File: config.mk
export PLATFORM = sky130hd
export DESIGN_NAME = axil_accel_regbank
export DESIGN_NICKNAME = d
export VERILOG_FILES = /design/src/rtl/axil_accel_regbank.sv
export SDC_FILE = /design/constraint.sdc
export NUM_CORES = 1
export LEC_CHECK = 0
export CAP_MARGIN = 20
export CORE_MARGIN = 2
export CORE_UTILIZATION = 45
export CTS_CLUSTER_SIZE = 30
export DETAILED_ROUTE_END_ITERATION = 8
export PLACE_DENSITY = 0.69
export SKIP_LAST_GASP = 1
export SYNTH_ARGS = -nofsm -noshare
export SYNTH_HDL_FRONTEND = slang
export SYNTH_SLANG_ARGS = --single-unit
File: constraint.sdc
create_clock -name s_axi_aclk -period 3 [get_ports s_axi_aclk]
set_input_delay 0.6 -clock s_axi_aclk [delete_from_list [all_inputs] [get_ports s_axi_aclk]]
set_output_delay 0.6 -clock s_axi_aclk [all_outputs]
set_load 0.05 [all_outputs]
File: src/rtl/axil_accel_regbank.sv
// -----------------------------------------------------------------------------
// axil_accel_regbank
//
// AXI4-Lite register front-end for the dot-product accelerator core.
// Holds N_WORDS data words, N_WORDS weight words and a bias word, issues a
// one-cycle start pulse, latches the core result, keeps sticky DONE/ERR status
// (write-1-to-clear) and drives a maskable, registered interrupt.
//
// Word map (k = byte address >> 2, N = N_WORDS):
//   0..N-1   DATA[k]        N..2N-1  WEI[k-N]       2N    BIAS
//   2N+1     CTRL (bit0 START, reads 0)
//   2N+2     STATUS (bit0 DONE W1C, bit1 BUSY live, bit2 ERR W1C)
//   2N+3     RESULT (read-only)         2N+4  IRQ_EN (bit0 done, bit1 err)
//   2N+5     CYCLES (only with ACCEL_REGBANK_PERF_EN, otherwise unmapped)
//
// Optional feature macro: ACCEL_REGBANK_PERF_EN enables the CYCLES counter.
//
// Ports:
//   s_axi_aclk, s_axi_aresetn   clock, asynchronous active-low reset
//   s_axi_aw*/w*/b*             AXI4-Lite write address/data/response
//   s_axi_ar*/r*                AXI4-Lite read address/data
//   core_start                  one-cycle start pulse to the core
//   core_data, core_wei         flat operand buses, word i at [32i +: 32]
//   core_bias                   bias word
//   core_busy, core_done        core status (done is a one-cycle pulse)
//   core_result                 result, valid while core_done is high
//   irq                         level interrupt
// Only DATA_WIDTH = 32 is supported.
// -----------------------------------------------------------------------------
module axil_accel_regbank #(
    parameter int N_WORDS    = 8,
    parameter int ADDR_WIDTH = 9,
    parameter int DATA_WIDTH = 32
) (
    input  logic                          s_axi_aclk,
    input  logic                          s_axi_aresetn,
    input  logic [ADDR_WIDTH-1:0]         s_axi_awaddr,
    input  logic                          s_axi_awvalid,
    output logic                          s_axi_awready,
    input  logic [DATA_WIDTH-1:0]         s_axi_wdata,
    input  logic [DATA_WIDTH/8-1:0]       s_axi_wstrb,
    input  logic                          s_axi_wvalid,
    output logic                          s_axi_wready,
    output logic [1:0]                    s_axi_bresp,
    output logic                          s_axi_bvalid,
    input  logic                          s_axi_bready,
    input  logic [ADDR_WIDTH-1:0]         s_axi_araddr,
    input  logic                          s_axi_arvalid,
    output logic                          s_axi_arready,
    output logic [DATA_WIDTH-1:0]         s_axi_rdata,
    output logic [1:0]                    s_axi_rresp,
    output logic                          s_axi_rvalid,
    input  logic                          s_axi_rready,
    output logic                          core_start,
    output logic [DATA_WIDTH*N_WORDS-1:0] core_data,
    output logic [DATA_WIDTH*N_WORDS-1:0] core_wei,
    output logic [DATA_WIDTH-1:0]         core_bias,
    input  logic                          core_busy,
    input  logic                          core_done,
    input  logic [DATA_WIDTH-1:0]         core_result,
    output logic                          irq
);

    localparam int KW = ADDR_WIDTH - 2;
    localparam int SW = DATA_WIDTH / 8;

    localparam logic [KW-1:0] K_WEI    = KW'(N_WORDS);
    localparam logic [KW-1:0] K_BIAS   = KW'(2 * N_WORDS);
    localparam logic [KW-1:0] K_CTRL   = KW'(2 * N_WORDS + 1);
    localparam logic [KW-1:0] K_STATUS = KW'(2 * N_WORDS + 2);
    localparam logic [KW-1:0] K_RESULT = KW'(2 * N_WORDS + 3);
    localparam logic [KW-1:0] K_IRQEN  = KW'(2 * N_WORDS + 4);
    localparam logic [KW-1:0] K_CYCLES = KW'(2 * N_WORDS + 5);

    localparam logic [1:0] RESP_OKAY   = 2'b00;
    localparam logic [1:0] RESP_SLVERR = 2'b10;

    typedef enum logic [3:0] {
        R_DATA, R_WEI, R_BIAS, R_CTRL, R_STATUS,
        R_RESULT, R_IRQEN, R_CYCLES, R_NONE
    } reg_sel_e;

    function automatic reg_sel_e decode(input logic [KW-1:0] k);
        if (k < K_WEI)          return R_DATA;
        else if (k < K_BIAS)    return R_WEI;
        else if (k == K_BIAS)   return R_BIAS;
        else if (k == K_CTRL)   return R_CTRL;
        else if (k == K_STATUS) return R_STATUS;
        else if (k == K_RESULT) return R_RESULT;
        else if (k == K_IRQEN)  return R_IRQEN;
`ifdef ACCEL_REGBANK_PERF_EN
        else if (k == K_CYCLES) return R_CYCLES;
`endif
        else                    return R_NONE;
    endfunction

    function automatic logic [DATA_WIDTH-1:0] apply_strb(input logic [DATA_WIDTH-1:0] cur,
                                                         input logic [DATA_WIDTH-1:0] nxt,
                                                         input logic [SW-1:0]         strb);
        logic [DATA_WIDTH-1:0] res;
        res = cur;
        for (int b = 0; b < SW; b++) begin
            if (strb[b]) res[8*b +: 8] = nxt[8*b +: 8];
        end
        return res;
    endfunction

    // Register storage
    logic [N_WORDS-1:0][DATA_WIDTH-1:0] data_q;
    logic [N_WORDS-1:0][DATA_WIDTH-1:0] wei_q;
    logic [DATA_WIDTH-1:0]              bias_q;
    logic [DATA_WIDTH-1:0]              result_q;
    logic [1:0]                         irq_en;
    logic                               done_q;
    logic                               err_q;

    // Channel state
    logic                  ready_en;
    logic                  aw_held;
    logic                  w_held;
    logic [KW-1:0]         aw_word;
    logic [DATA_WIDTH-1:0] w_data;
    logic [SW-1:0]         w_strb;

    // Commit decode
    reg_sel_e              wsel;
    reg_sel_e              rsel;
    logic                  commit;
    logic                  operand_sel;
    logic                  operand_wr;
    logic                  start_req;
    logic                  start_fire;
    logic                  err_set;
    logic                  done_clr;
    logic                  err_clr;
    logic                  wr_slverr;
    logic [KW-1:0]         ar_word;
    logic [DATA_WIDTH-1:0] rd_val;
    logic                  rd_slverr;

    // Byte-lane bits of the addresses carry no information.
    logic unused_addr_lsbs;
    assign unused_addr_lsbs = ^{s_axi_awaddr[1:0], s_axi_araddr[1:0]};

    // ready_en keeps every ready low while reset is asserted and for the
    // first edge after release.
    assign s_axi_awready = ready_en && !aw_held && !s_axi_bvalid;
    assign s_axi_wready  = ready_en && !w_held && !s_axi_bvalid;
    assign s_axi_arready = ready_en && !s_axi_rvalid;

    assign commit  = aw_held && w_held;
    assign ar_word = s_axi_araddr[ADDR_WIDTH-1:2];

    assign core_data = data_q;
    assign core_wei  = wei_q;
    assign core_bias = bias_q;

    always_comb begin
        wsel        = decode(aw_word);
        operand_sel = (wsel == R_DATA) || (wsel == R_WEI) || (wsel == R_BIAS);
        operand_wr  = commit && operand_sel && !core_busy;
        start_req   = commit && (wsel == R_CTRL) && w_data[0] && w_strb[0];
        // A start while the core is busy, or back-to-back with the previous
        // pulse, is dropped and flagged rather than queued.
        start_fire  = start_req && !core_busy && !core_start;
        err_set     = (commit && operand_sel && core_busy) || (start_req && !start_fire);
        done_clr    = commit && (wsel == R_STATUS) && w_data[0];
        err_clr     = commit && (wsel == R_STATUS) && w_data[2];
        wr_slverr   = (wsel == R_NONE) || (wsel == R_RESULT) || (wsel == R_CYCLES) ||
                      (operand_sel && core_busy);
    end

`ifdef ACCEL_REGBANK_PERF_EN
    logic [31:0] cycles_q;

    function automatic logic [31:0] sat_inc(input logic [31:0] v);
        return (&v) ? v : v + 32'd1;
    endfunction

    always_ff @(posedge s_axi_aclk or negedge s_axi_aresetn) begin
        if (!s_axi_aresetn) begin
            cycles_q <= '0;
        end else if (core_start) begin
            cycles_q <= '0;
        end else if (core_busy) begin
            cycles_q <= sat_inc(cycles_q);
        end
    end
`endif

    always_comb begin
        rsel      = decode(ar_word);
        rd_val    = '0;
        rd_slverr = 1'b0;
        case (rsel)
            R_DATA: begin
                for (int i = 0; i < N_WORDS; i++) begin
                    if (ar_word == KW'(i)) rd_val = data_q[i];
                end
            end
            R_WEI: begin
                for (int i = 0; i < N_WORDS; i++) begin
                    if (ar_word == K_WEI + KW'(i)) rd_val = wei_q[i];
                end
            end
            R_BIAS:   rd_val = bias_q;
            R_STATUS: begin
                rd_val[0] = done_q;
                rd_val[1] = core_busy;
                rd_val[2] = err_q;
            end
            R_RESULT: rd_val = result_q;
            R_IRQEN:  rd_val[1:0] = irq_en;
`ifdef ACCEL_REGBANK_PERF_EN
            R_CYCLES: rd_val = DATA_WIDTH'(cycles_q);
`endif
            R_NONE:   rd_slverr = 1'b1;
            default:  rd_val = '0;
        endcase
    end

    // Write channel: AW and W are captured independently and committed in
    // the first cycle both are held.
    always_ff @(posedge s_axi_aclk or negedge s_axi_aresetn) begin
        if (!s_axi_aresetn) begin
            ready_en     <= 1'b0;
            aw_held      <= 1'b0;
            aw_word      <= '0;
            w_held       <= 1'b0;
            w_data       <= '0;
            w_strb       <= '0;
            s_axi_bvalid <= 1'b0;
            s_axi_bresp  <= RESP_OKAY;
        end else begin
            ready_en <= 1'b1;
            if (commit) begin
                aw_held      <= 1'b0;
                w_held       <= 1'b0;
                s_axi_bvalid <= 1'b1;
                s_axi_bresp  <= wr_slverr ? RESP_SLVERR : RESP_OKAY;
            end else begin
                if (s_axi_awvalid && s_axi_awready) begin
                    aw_held <= 1'b1;
                    aw_word <= s_axi_awaddr[ADDR_WIDTH-1:2];
                end
                if (s_axi_wvalid && s_axi_wready) begin
                    w_held <= 1'b1;
                    w_data <= s_axi_wdata;
                    w_strb <= s_axi_wstrb;
                end
                if (s_axi_bvalid && s_axi_bready) s_axi_bvalid <= 1'b0;
            end
        end
    end

    // Read channel: data is captured at the AR handshake and held until rready.
    always_ff @(posedge s_axi_aclk or negedge s_axi_aresetn) begin
        if (!s_axi_aresetn) begin
            s_axi_rvalid <= 1'b0;
            s_axi_rdata  <= '0;
            s_axi_rresp  <= RESP_OKAY;
        end else if (s_axi_arvalid && s_axi_arready) begin
            s_axi_rvalid <= 1'b1;
            s_axi_rdata  <= rd_val;
            s_axi_rresp  <= rd_slverr ? RESP_SLVERR : RESP_OKAY;
        end else if (s_axi_rvalid && s_axi_rready) begin
            s_axi_rvalid <= 1'b0;
        end
    end

    // Operand and configuration registers
    always_ff @(posedge s_axi_aclk or negedge s_axi_aresetn) begin
        if (!s_axi_aresetn) begin
            data_q <= '0;
            wei_q  <= '0;
            bias_q <= '0;
            irq_en <= '0;
        end else begin
            for (int i = 0; i < N_WORDS; i++) begin
                if (operand_wr && (wsel == R_DATA) && (aw_word == KW'(i)))
                    data_q[i] <= apply_strb(data_q[i], w_data, w_strb);
                if (operand_wr && (wsel == R_WEI) && (aw_word == K_WEI + KW'(i)))
                    wei_q[i] <= apply_strb(wei_q[i], w_data, w_strb);
            end
            if (operand_wr && (wsel == R_BIAS))
                bias_q <= apply_strb(bias_q, w_data, w_strb);
            if (commit && (wsel == R_IRQEN) && w_strb[0])
                irq_en <= w_data[1:0];
        end
    end

    // Status, result, start pulse and interrupt. Set has priority over W1C.
    always_ff @(posedge s_axi_aclk or negedge s_axi_aresetn) begin
        if (!s_axi_aresetn) begin
            done_q     <= 1'b0;
            err_q      <= 1'b0;
            result_q   <= '0;
            core_start <= 1'b0;
            irq        <= 1'b0;
        end else begin
            if (core_done)     done_q <= 1'b1;
            else if (done_clr) done_q <= 1'b0;
            if (err_set)       err_q <= 1'b1;
            else if (err_clr)  err_q <= 1'b0;
            if (core_done)     result_q <= core_result;
            core_start <= start_fire;
            irq        <= (done_q && irq_en[0]) || (err_q && irq_en[1]);
        end
    end

endmodule

# [Yosys cells after proc, flatten, opt, wreduce, memory -nomap -nowiden]
# Cells that the tools add are included.
# Widths: inputs -> output; s select.
[classes] addsub=0 muxes=48 bitwise_logic=1 div=0 eq_ne=54 shifts=0 n_reduce_logical=141 order_cmp=4 multipliers=0
[ops] operator="$mux 32" n=16
[ops] operator="$reduce_and 2->1" n=70
[ops] operator="$pmux 29 s4" n=1
[ops] operator="$eq 7x4->1 const B" n=16
[ops] operator="$eq 7x5->1 const B" n=10
[ops] operator="$eq 7x3->1 const B" n=8
[ops] operator="$mux 4" n=14
[ops] operator="$logic_and 1x1->1" n=47
[ops] operator="$eq 4x3->1 const B" n=7
[ops] operator="$eq 7x2->1 const B" n=4
[ops] operator="$eq 7x1->1 const B" n=2
[ops] operator="$logic_not 7->1" n=2
[ops] operator="$lt 7x4->1 const B" n=2
[ops] operator="$lt 7x5->1 const B" n=2
[ops] operator="$mux 1" n=13
[ops] operator="$eq 4x2->1 const B" n=3
[ops] operator="$pmux 2 s6" n=1
[ops] operator="$reduce_bool 2->1" n=6
[ops] operator="$eq 4x1->1 const B" n=2
[ops] operator="$eq 4x4->1 const B" n=2
[ops] operator="$logic_not 4->1" n=2
[ops] operator="$logic_not 1->1" n=7
[ops] operator="$logic_or 1x1->1" n=7
[ops] operator="$pmux 1 s5" n=1
[ops] operator="other kinds (2)" n=3
[word_totals] word_cells=333 memories=0 latch_bits=0 romBits=0 mem_bits_rw=0 register_bits=666 inputBits=95 output_inout_bits=587

# [Depth between registers and ports, before layout]
[logic_depth] word_depth=18 mapped_depth=10 mapped_depth_nobuf=6

# [Worst setup path before layout]
# No wires, ideal clock.
[synth_path] path_kind="reg2reg" from="register s_axi_bvalid" to="register w_data[10]" arrival_time_ps=2668 n_path_buf=2 path_stages_with_launch=8 synth_period_minus_slack_ps=2793 setup_ps=125 slack_ps=207 cell_sequence="dfrtp_1 inv_1 nand2_1 nor2_1 and2_1 clkbuf_1 clkbuf_1 mux2_2"
[synth_between] elab_chain_len=4
[synth_lines] item="start, declared" line="45" rtl="output logic s_axi_bvalid,"
[synth_lines] item="start signal, assigned" line="232" rtl="s_axi_bvalid <= 1'b0;"
[synth_lines] item="start signal, assigned" line="239" rtl="s_axi_bvalid <= 1'b1;"
[synth_lines] item="start signal, assigned" line="251" rtl="if (s_axi_bvalid && s_axi_bready) s_axi_bvalid <= 1'b0;"
[synth_lines] item="$logic_not 1->1" line="148" rtl="assign s_axi_wready = ready_en && !w_held && !s_axi_bvalid;"
[synth_lines] item="$logic_and 1x1->1" line="148"
[synth_lines] item="named net s_axi_wready" line="43" rtl="output logic s_axi_wready,"
[synth_lines] item="$logic_and 1x1->1" line="246" rtl="if (s_axi_wvalid && s_axi_wready) begin"
[synth_lines] item="$reduce_and 2->1 (no source line)"
[synth_lines] item="end signal, assigned" line="248" rtl="w_data <= s_axi_wdata;"
[synth_lines] item="end, declared" line="122" rtl="logic [DATA_WIDTH-1:0] w_data;"
# The timed path passes the listed nets, and every way through them passes these cells.
# A chain may end at the register's enable or synchronous reset.

# [Final worst setup path]
[layout_path] from="register s_axi_bvalid" to="output s_axi_wready"
[layout_between] elab_chain_len=2
[layout_lines] item="$logic_not 1->1" line="148"
[layout_lines] item="$logic_and 1x1->1" line="148"
[layout_lines] item="end, declared" line="43"
# Every way passes these cells.

==> metrics.md <==
| Metric | Value |
|---|---|
| Post-synth top cells | sky130_fd_sc_hd__dfrtp_1, sky130_fd_sc_hd__mux2_2, sky130_fd_sc_hd__nor2_1 |
| Post-synth EDFFs | 0 |
| Headroom to the max-slew limit | 47.33% |
| Leftover overflow at the end of global routing | 0 |
| Post-synth cell types | 73 |
| Proportion of synthesized flip-flops having asynchronous set or reset | 100.0% |
| Total of warnings raised by yosys | 0 |
| Starting DRT DRC Count | 3166 |
| Placed wire-length estimate after detailed placement | 104.7 mm |
| Post-layout nets | 3422 |
| Row count | 95 |
| Horiz. Die Dim | approximately 270 µm |
| Most used flip-flop cell after synthesis | sky130_fd_sc_hd__dfrtp_1 |
| Cell area after synthesis | between 30000 and 40000 µm² |
| Number of buffers between clock root and the deepest sink | 3 |
| Reg2Reg Setup Slack | ~0.44 ns |
| Post-layout min period | around 2.7 ns |
| Crit path required time | 2.40 ns |
| Ports | around 680 |
| Crit path launch type | flip-flop |
| Initial Util | 45.66% |
| Number of I/O port buffers | 675 |
| Average routed wire per standard cell | 33.55 µm |
| Total power divided by cell area | 600.7 nW/µm² |
| Core Box Area | 67510 µm² |
| Number of antenna violations at the first check in global routing | 4 |
| Leading post-synthesis cells by cell area | sky130_fd_sc_hd__dfrtp_1, sky130_fd_sc_hd__mux2_2, sky130_fd_sc_hd__o21ai_0, sky130_fd_sc_hd__a21oi_1, sky130_fd_sc_hd__nor2_1 |
| Status | completed |
| Max VDD drop | ~0.00063 V |
| Count leader, synth | sky130_fd_sc_hd__dfrtp_1 |
| Post-CTS Setup Bufs | 0 |
| Number of standard cells in the layout, taps in and fillers out | between 4000 and 5000 |
| Setup Slack @ Placement | -0.1711 ns |
| CTS tree | yes |
| Number of clock sinks | between 600 and 700 |
| Drt via density | 6.314 |
| Fmax | 365.2 MHz |
| Mean Syn Cell Area | 12.30 µm² |
| Crit path DAT | 2.14 ns |
| Vias in the first global route | about 27000 |
| Number of gates given a new drive strength after cts | 0 |
| Sequential cell area fraction in the yosys report | 53.90% |
| Maximum fanout along the worst path | 2 |
| Global-route usage over all layers | 39.69% |
| Worst clock skew on the final layout | ~0.021 ns |
| Number of clock buffers inserted by TritonCTS | 73 |
| Cell count after synthesis | approximately 2500 |
| Proportion of netlist area held by the largest area contributor | a little over half |
| Final weighted congestion of routability-driven global placement | 0.9557 |
| Clk Tree Root Cell | sky130_fd_sc_hd__clkbuf_16 |
| Die area | 70610 µm² |
| First-pass GRT wire length | approximately 200 mm |
| DRC errors left | 0 |
| Worst setup EP type | output pin |
| Top cell type by total area after synthesis | sky130_fd_sc_hd__dfrtp_1 |
| Yosys reg bits | 664 |
| Number of vias after detailed routing | between 20000 and 30000 |
| Post-route antenna net violation count | 0 |
| Worst setup margin | 0.2618 ns |
| Type of the tightest min-delay check | reg2reg |
| Number of detailed-route iterations in the first pass | 6 |
| CTS clk-pin slew, worst paths | 0.06 ns |
| Number of max-capacitance violations reported | 0 |
| Layout overhead on the synthesized area | 38.95% |
| Maximum number of pins on one net before global-route repair | 85 |
| Final worst-path cycle share | 91.27% |
| # H-tree levels | 3 |
| Cell leakage power | a little under 20 nW |
| Critical path type | reg2out |
| Number of placed instances, taps included | about 4100 |
| Die height | about 270 µm |
| Transition time of the tightest slew-check pin | 0.7900 ns |
| Max-slew violation count | 0 |
| Final hold vios | 0 |
| Unrepaired setup endpoints after global routing | no |
| Setup Viol. Count Final | 0 |
| Ratio of cells with drive above 1 in the final layout | 31.16% |
| Clock Latency Late Sink | approximately 0.63 ns |
| Total wire length after detailed routing | 142.8 mm |
[registers in the layout, summed over array words and instances (netlist names)]
name	cells
aw_held	1
aw_word	7
core_bias	32
core_data	256
core_start	1
core_wei	256
done_q	1
err_q	1
irq	1
irq_en	2
ready_en	1
result_q	32
s_axi_bresp	1
s_axi_bvalid	1
s_axi_rdata	32
s_axi_rresp	1
s_axi_rvalid	1
w_data	32
w_held	1
w_strb	4
[worst max-delay path, cell delays in order (launching register included)]
cell	delay, ns
sky130_fd_sc_hd__dfrtp_1	0.38
sky130_fd_sc_hd__inv_1	0.08
sky130_fd_sc_hd__nand2_1	0.07
sky130_fd_sc_hd__nor2_1	0.16
sky130_fd_sc_hd__clkdlybuf4s50_1	0.83
[kinds of logic (layout without fill, tap and decap cells)]
group                     after synthesis  count (layout)  share of synthesized area (%)
muxes                                 669             669                          24.28
DFF                                   664             664                          53.90
AOI/OAI and AO/OA                     532             532                          11.28
and+or+nand+nor                       451             451                          7.822
buffers and inverters                 187            1059                          2.667
other                                   2               6                        0.02436
xor gates and xnor gates                1               1                        0.02842
[layout make-up]
type | instances | area, µm²
Antenna cell | 3 | 7.507
Clock buffer | 99 | 2087
Clock inverter | 28 | 425.4
Fill cell | 5297 | 24680
Inverter | 8 | 30.03
Multi-Input combinational cell | 1656 | 13460
Sequential cell | 664 | 16620
Tap cell | 873 | 1092
Timing Repair Buffer | 924 | 9114
[metal layers]
metal  part of all wire (%)  vias to the layer above  global-route usage (%)  wire, µm
met5                 0.0091                        -                       0        13
met1                     37                    13724                   47.87     52480
li1                       -                    10941                       -         -
met4                    6.3                        2                   21.94      8922
met3                     10                      464                   12.58     14970
met2                     46                     1734                   63.26     66370
[where the power goes]
part           switching [mW]  internal, mW  leakage, nW
Sequential               1.95          9.64         9.08
Clock                    3.86          5.67         1.24
Combinational            2.93          1.69         9.01
Total                    8.73          17.0         19.3
[metrics by stage]
stage	instance area, µm²	hold WS [ns]	TNS, ns	total power [mW]	util [%]
floorplan	30830	0.3044	0	13.70	-
global placement	40300	0.4517	-0.3705	16.07	59.69
detailed placement	40300	0.4595	-0.7466	16.20	59.69
CTS	42820	0.4668	0	25.64	63.43
finish	42830	0.4632	0	25.73	63.44
global route	42830	0.5112	0	26.38	63.44
[what timing repair did]
item                                   CTS  global route
hold buffers                             1             0
endpoints found under the hold margin   42             0
setup endpoints to repair                0             0
[placed cells by master (no fill, tap or decap), types with 7 or more instances in the layout]
master and n:
sky130_fd_sc_hd__nand2_1 105, sky130_fd_sc_hd__a22o_1 30, sky130_fd_sc_hd__nor3_1 27, sky130_fd_sc_hd__clkbuf_8 12
sky130_fd_sc_hd__nor2b_1 7, sky130_fd_sc_hd__o221ai_1 16, sky130_fd_sc_hd__o22ai_1 33, sky130_fd_sc_hd__nand4_1 14
sky130_fd_sc_hd__buf_4 210, sky130_fd_sc_hd__o211ai_1 45, sky130_fd_sc_hd__clkbuf_1 12, sky130_fd_sc_hd__dfrtp_1 664
sky130_fd_sc_hd__o32ai_1 15, sky130_fd_sc_hd__a221oi_1 8, sky130_fd_sc_hd__clkbuf_16 75, sky130_fd_sc_hd__nand3_1 48
sky130_fd_sc_hd__mux2_2 629, sky130_fd_sc_hd__or4_1 9, sky130_fd_sc_hd__mux2i_1 40, sky130_fd_sc_hd__a22oi_1 68
sky130_fd_sc_hd__a211oi_1 13, sky130_fd_sc_hd__o2bb2ai_1 9, sky130_fd_sc_hd__a21oi_1 111, sky130_fd_sc_hd__bufinv_16 9
sky130_fd_sc_hd__nand3b_1 19, sky130_fd_sc_hd__buf_12 40, sky130_fd_sc_hd__and2_1 17, sky130_fd_sc_hd__nor2_1 134
sky130_fd_sc_hd__nor2_8 10, sky130_fd_sc_hd__inv_1 8, sky130_fd_sc_hd__clkdlybuf4s50_1 669, sky130_fd_sc_hd__clkinv_2 11
sky130_fd_sc_hd__o21ai_0 130, sky130_fd_sc_hd__o31ai_1 7, sky130_fd_sc_hd__o21ai_1 9, sky130_fd_sc_hd__nor2_2 14
[worst paths after layout]
path / from / endpoint / depth (start not counted)
worst max-delay path: s_axi_bvalid$_DFFE_PN0P_ / s_axi_wready / 4
worst min-delay path: core_start$_DFF_PN0_ / core_start$_DFF_PN0_ / 1
worst max register to register: aw_word[5]$_DFFE_PN0P_ / core_wei[173]$_DFFE_PN0P_ / 7
worst min register to register: core_start$_DFF_PN0_ / core_start$_DFF_PN0_ / 1
max in group asynchronous: s_axi_aresetn / core_wei[30]$_DFFE_PN0P_ / 3
min in group asynchronous: s_axi_aresetn / core_data[26]$_DFFE_PN0P_ / 2
No activity file was read; power rests on OpenSTA's default activity.
